<file path="src/rtl/mips_dbg_pkg.sv">
// Shared debug-side definitions: register file geometry and the dump reader's
// state encoding.
package mips_dbg_pkg;

  localparam int REG_ADDR_W = 5;
  localparam int REG_DATA_W = 32;

  localparam logic [1:0] S_IDLE  = 2'd0;
  localparam logic [1:0] S_ISSUE = 2'd1;
  localparam logic [1:0] S_SEND  = 2'd2;

  typedef enum logic [1:0] {
    IDLE  = S_IDLE,
    ISSUE = S_ISSUE,
    SEND  = S_SEND
  } dump_state_e;

endpackage

</file>
<file path="src/rtl/regfile_dump_reader.sv">
// Walks a wrapping register range on the register file read port and streams
// {addr, data} beats to debug/trace logic over valid/ready.
module regfile_dump_reader
  import mips_dbg_pkg::*;
#(
  parameter int ADDR_W = REG_ADDR_W,
  parameter int DATA_W = REG_DATA_W
) (
  input  logic              clk,
  input  logic              rst,
  input  logic              start,
  input  logic [ADDR_W-1:0] first_addr,
  input  logic [ADDR_W-1:0] last_addr,
  input  logic              abort,
  output logic [ADDR_W-1:0] rd_addr,
  input  logic [DATA_W-1:0] rd_data,
  output logic              out_valid,
  input  logic              out_ready,
  output logic [ADDR_W-1:0] out_addr,
  output logic [DATA_W-1:0] out_data,
  output logic              out_last,
  output logic              busy,
  output logic              done
);

  dump_state_e       state_q;
  logic [ADDR_W-1:0] cur_q;
  logic [ADDR_W-1:0] last_q;
  logic [ADDR_W-1:0] rd_addr_q;
  logic [ADDR_W-1:0] out_addr_q;
  logic [DATA_W-1:0] out_data_q;
  logic              out_valid_q;
  logic              out_last_q;
  logic              done_q;
  logic [ADDR_W-1:0] cur_inc_d;

  // Index arithmetic is modulo 2^ADDR_W, so the top register wraps to 0.
  assign cur_inc_d = cur_q + ADDR_W'(1);

  // NOTE: every register here is updated with <= so all state advances from
  // the same pre-edge snapshot; blocking writes would create order-dependent races.
  always_ff @(posedge clk or posedge rst) begin
    if (rst) begin
      state_q     <= IDLE;
      cur_q       <= '0;
      last_q      <= '0;
      rd_addr_q   <= '0;
      out_addr_q  <= '0;
      out_data_q  <= '0;
      out_valid_q <= 1'b0;
      out_last_q  <= 1'b0;
      done_q      <= 1'b0;
    end else begin
      done_q <= 1'b0;
      unique case (state_q)
        IDLE: begin
          if (start) begin
            cur_q     <= first_addr;
            last_q    <= last_addr;
            rd_addr_q <= first_addr;
            state_q   <= ISSUE;
          end
        end
        ISSUE: begin
          if (abort) begin
            out_valid_q <= 1'b0;
            out_last_q  <= 1'b0;
            state_q     <= IDLE;
          end else begin
            // rd_addr has been stable for the whole cycle; capture the live value.
            out_data_q  <= rd_data;
            out_addr_q  <= cur_q;
            out_last_q  <= (cur_q == last_q);
            out_valid_q <= 1'b1;
            state_q     <= SEND;
          end
        end
        SEND: begin
          if (abort) begin
            out_valid_q <= 1'b0;
            out_last_q  <= 1'b0;
            state_q     <= IDLE;
          end else if (out_valid_q && out_ready) begin
            out_valid_q <= 1'b0;
            if (out_last_q) begin
              done_q  <= 1'b1;
              state_q <= IDLE;
            end else begin
              cur_q     <= cur_inc_d;
              rd_addr_q <= cur_inc_d;
              state_q   <= ISSUE;
            end
          end
        end
        default: state_q <= IDLE;
      endcase
    end
  end

  assign rd_addr   = rd_addr_q;
  assign out_valid = out_valid_q;
  assign out_addr  = out_addr_q;
  assign out_data  = out_data_q;
  assign out_last  = out_last_q;
  assign done      = done_q;
  assign busy      = (state_q != IDLE);

endmodule

</file>
<file path="config.mk">
export PLATFORM = sky130hd
export DESIGN_NAME = regfile_dump_reader
export DESIGN_NICKNAME = d
export VERILOG_FILES = /design/src/rtl/mips_dbg_pkg.sv /design/src/rtl/regfile_dump_reader.sv
export SDC_FILE = /design/constraint.sdc
export NUM_CORES = 1
export LEC_CHECK = 0
export CORE_ASPECT_RATIO = 2
export CORE_MARGIN = 2
export CORE_UTILIZATION = 40
export DETAILED_ROUTE_END_ITERATION = 10
export GPL_ROUTABILITY_DRIVEN = 0
export PLACE_DENSITY = 0.76
export SLEW_MARGIN = 5
export SYNTH_ARGS = -nofsm -noshare
export SYNTH_HDL_FRONTEND = slang
export SYNTH_SLANG_ARGS = --single-unit
</file>
<file path="constraint.sdc">
create_clock -name clk -period 2.45 [get_ports clk]
set_clock_uncertainty 0.15 [all_clocks]
set_input_delay 0.735 -clock clk [delete_from_list [all_inputs] [get_ports clk]]
set_output_delay 0.735 -clock clk [all_outputs]
set_load 0.01 [all_outputs]
</file>
Word-level counts from Yosys, hierarchy flattened. Cells that the tools add are included.

Register bits: 52. Latch bits: 0. RAM bits: 0. Bits in read-only memories: 0. Bits of input ports: 47. Logic and storage cells: 52. Memories kept: 0.

Add/sub/neg operators: 1. Multiply operators: 0. Divide/modulo/power cells: 0. Magnitude comparators: 0. Equality and inequality tests: 9. Shift operators: 0. Mux-type cells: 22. Bitwise gates (word level): 1. Reductions and logical operators: 11.

Operators with widths (number): $mux W5 (4); $mux W1 (10); $ne A2 B2 Y1 const B (5); $pmux W5 S2 (1); $reduce_and A2 Y1 (5); $mux W2 (4); $pmux W2 S3 (1); $reduce_bool A2 Y1 (3); $add A5 B1 Y5 const B (1); $eq A5 B5 Y1 (1); $reduce_and A5 Y1 (1); $pmux W1 S2 (2); $ne A3 B3 Y1 const B (1); $eq A2 B1 Y1 const B (1); $eq A2 B2 Y1 const B (1); $logic_not A2 Y1 (1); $logic_and A1 B1 Y1 (1); $not A1 Y1 (1).

Logic depth before layout (Yosys ltp).
Depth in word-level cells: 5. Gate-level depth with buffers: 5. Gate-level depth less buffers: 4.

Worst setup path before layout. OpenSTA, ideal clock, no wires.

Kind: input to register. Start: input port start. End: register rd_addr_q[0], in the netlist rd_addr[0]. Setup time: 0.080 ns. Arrival: 1.662 ns. Slack: 0.558 ns. Stages on the path: 4. Buffers on the path: 1. Cells stage by stage: or3b_4 > buf_6 > or3b_1 > o211ai_2.

Longest elaborated chain between the ends: 2.

RTL lines: from (decl) (line regfile_dump_reader.sv:11) `input logic start,`; $ne A2 B2 Y1 (no line); $reduce_and A5 Y1 (no line); to (signal assigned) (line regfile_dump_reader.sv:60) `rd_addr_q <= first_addr;`; to (signal assigned) (line regfile_dump_reader.sv:90) `rd_addr_q <= cur_inc_d;`; to (decl) (line regfile_dump_reader.sv:29) `logic [ADDR_W-1:0] rd_addr_q;`.

No other way between the ends. A chain may end at the register's enable or synchronous reset.

Worst setup path in the final report.
Start: register state_q[0]. End: output port busy.

Longest elaborated chain between the ends: 1.

RTL lines: from (decl) (line regfile_dump_reader.sv:26) `dump_state_e state_q;`; from (signal assigned) (line regfile_dump_reader.sv:44) `state_q <= IDLE;`; from (signal assigned) (line regfile_dump_reader.sv:61) `state_q <= ISSUE;`; from (signal assigned) (line regfile_dump_reader.sv:68) `state_q <= IDLE;`; $reduce_bool A2 Y1 (line regfile_dump_reader.sv:106) `assign busy = (state_q != IDLE);`; to (decl) (line regfile_dump_reader.sv:22) `output logic busy,`.

No other way between the ends.

==> reports/results.txt <==
Die Ht: 110 um
Worst-Margin Slew: 0.455 ns
Std-Cell Core Area: 5420 um2
Drt total wl: 5.25 mm
Crit Path Class: reg2out
H-tree depth: 2
Clock-pin slew on the worst setup and hold paths: 0.09 ns
Setup tns final: 0 ns
Distinct cells, synth: 33
Clk sink count: 52
Max Fanout on Critical Path: 2
Post-CTS Setup Repair Bufs: 0
Root Driver: clkbuf_8
TritonCTS clock tree: built
Clock latency on the worst-skew pair: 0.30 ns
Critical Path, Cell by Cell: or2_2 > clkdlybuf4s50_1
VDD IR max: 0.733 mV
Layout cells sized above 1: 26.4%
Outcome: finished clean
Largest net degree at the start of global routing: 30
DIE AREA: 6250 um2
Cts repair resizes: 0
Crit path time final: 2.34 ns
Area growth syn-to-layout: 51.4%
PD cells: 1010 nW/um2
WP buf/inv: 1
Ant. Diodes: 0
Max Clk Rate: 0.427 GHz
Post-synth top area cell: dfrtp_1
Max cap viols: 0
Global-route wire length before repair: 8.40 mm
Maximum root-to-sink buffer count: 2
Total track usage: 17.7%
Hold path cells: 1
Cell area after synthesis: 2240 um2
Layout Utilization: 62.5%
CP max stage delay: 0.48 ns
Cts hold-fix bufs: 0
Required time worst endpoint: 1.56 ns
Yosys Warn Count: 0
Pwr Total: 0.00342 W
Vias in the first global route: 1,759
Post-route worst setup slack: 0.106 ns
Hold slack: 0.360 ns
Number of DRC markers in iteration 0: 25
Vias: 1,618
RSZ-0062 raised after global routing: no
Path category of the worst min-delay check: reg2reg
Initial Utilization: 41.3%
Fin. Hold Viols: 0
NumNets Final: 305
CP Launch Type: flop
Critical path depth in cells: 2
Worst EP arrival: 1.46 ns
Relative slew slack: 69.6%
Top-area cell type share of the netlist area: 58.1%
Fin crit share: 95.7%
TritonCTS Buffers: 5
Pins over their slew limit: 0
Initial antenna violation count: 0
Detailed Place HPWL: 4.14 mm
Die X: 56.9 um
Seq/Total Area, Yosys: 58.1%
Synth area leaders: dfrtp_1, mux2_2, o211ai_1
# setup viols final: 0
Worst path slowest cell: clkdlybuf4s50_1
Top cell family by delay on the critical path: buffers and inverters
Drt wl/cell: 16.5 um
DR vias/cell: 5.09
Grt total ovfl: 0
# IOs: 93
FP Rows: 38
First-pass DRT Iterations: 4
R2r worst-path depth: 4
Crit path capture type: output port
Cell count after synthesis: 153
Syn Nets: 201
Avg Inst Size Synth: 14.6 um2
Number of synthesized register bits: 52
Setup WS pre-CTS: 0.0207 ns
PortBufs: 92
Fill count: 474
Leak: 1.40 nW
DRC violations left: 0
Routed Antenna Nets: 0
cell families (layout without fill, tap and decap cells):
family / count (synthesis) / count (layout) / share of synthesized area (%)
XOR/XNOR: 5 / 5 / 1.96
buffers and inverters: 10 / 115 / 3.24
multiplexers: 44 / 44 / 22.1
AO/OA/AOI/OAI: 18 / 18 / 6.37
AND/OR/NAND/NOR: 23 / 23 / 7.60
flip-flops: 52 / 52 / 58.1
adder cells (fa/ha/maj): 1 / 1 / 0.559
layout make-up:
cell class              instances  area (um2)  share of cell area [%]
clock inverters                 1        7.51                   0.222
flip-flops and latches         52        1300                    38.4
clock buffers                   7        86.3                    2.55
well taps                      60        75.1                    2.22
repair buffers                104        1040                    30.6
inverters                       3        11.3                   0.332
multi-input cells              91         871                    25.7
layout by cell type, fill, tap and decap left out, drive strengths merged:
| cell | synthesis | final |
|---|---|---|
| mux2 | 44 | 44 |
| nand3b | 1 | 1 |
| xnor2 | 2 | 2 |
| o41ai | 1 | 1 |
| nand2b | 3 | 3 |
| a21oi | 2 | 2 |
| nor2b | 1 | 1 |
| or2 | 2 | 2 |
| clkbuf | 0 | 7 |
| clkdlybuf4s50 | 0 | 92 |
| o21a | 1 | 1 |
| o221ai | 2 | 2 |
| nor3b | 4 | 4 |
| dfrtp | 52 | 52 |
| or3b | 2 | 2 |
| a22oi | 2 | 2 |
| nand4b | 1 | 1 |
| and3 | 2 | 2 |
| a22o | 1 | 1 |
| o21ai | 2 | 2 |
| inv | 3 | 3 |
| xor2 | 3 | 3 |
| nand2 | 5 | 5 |
| nor4bb | 1 | 1 |
| clkinvlp | 0 | 1 |
| ha | 1 | 1 |
| buf | 7 | 12 |
| o211ai | 7 | 7 |
| nand3 | 1 | 1 |
Yosys cell counts (all sizes together):
cell and instances:
nor2b 1, nand3b 1, xor2 3, o211ai 7
mux2 44, or3b 2, o221ai 2, buf 7
ha 1, o21ai 2, o41ai 1, dfrtp 52
and3 2, or2 2, nor3b 4, a21oi 2
nand2 5, xnor2 2, nand2b 3, inv 3
a22oi 2, nand3 1, o21a 1, nor4bb 1
nand4b 1, a22o 1
sequential cells by signal (all words and copies together), names as in the netlist:
| name | flops |
|---|---|
| out_valid | 1 |
| done | 1 |
| out_data | 32 |
| last_q | 5 |
| rd_addr | 5 |
| state_q | 2 |
| out_addr | 5 |
| out_last | 1 |
per-stage QoR:
stage	cells	cell area [um2]
after CTS	318	3390
after global placement	310	3290
after global routing	318	3390
final	318	3390
after detailed placement	310	3290
after floorplan	153	2240
worst paths after layout:
| path | endpoint | startpoint | slack, ns |
|---|---|---|---|
| worst max-delay path | busy | state_q[0]$_DFFE_PP0P_ | 0.11 |
| worst min-delay path | out_data[5]$_DFFE_PP0P_ | out_data[5]$_DFFE_PP0P_ | 0.36 |
| worst max register to register | out_data[21]$_DFFE_PP0P_ | state_q[1]$_DFFE_PP0P_ | 0.73 |
| worst min register to register | out_data[5]$_DFFE_PP0P_ | out_data[5]$_DFFE_PP0P_ | 0.36 |
| max in group asynchronous | out_data[30]$_DFFE_PP0P_ | rst | 0.98 |
| min in group asynchronous | out_data[22]$_DFFE_PP0P_ | rst | 0.60 |
worst reg2reg max path, cell delays in order (launching register included):
cell and delay (ns):
dfrtp_1 0.38, buf_4 0.18, nor3b_4 0.28, buf_12 0.23, mux2_2 0.38
report_power, final:
part	total (W)	internal, W	switching, W
clock network	0.000493	0.000230	0.000263
logic	0.00149	0.000958	0.000536
registers	0.00143	0.00120	0.000236
per-layer routing:
metal	share of wire [%]	GRT usage [%]
met5	0	0
met4	1.9	8.47
met3	4.5	4.35
met2	59	31.9
met1	35	18.8
Power figures use the tool's default switching activity.
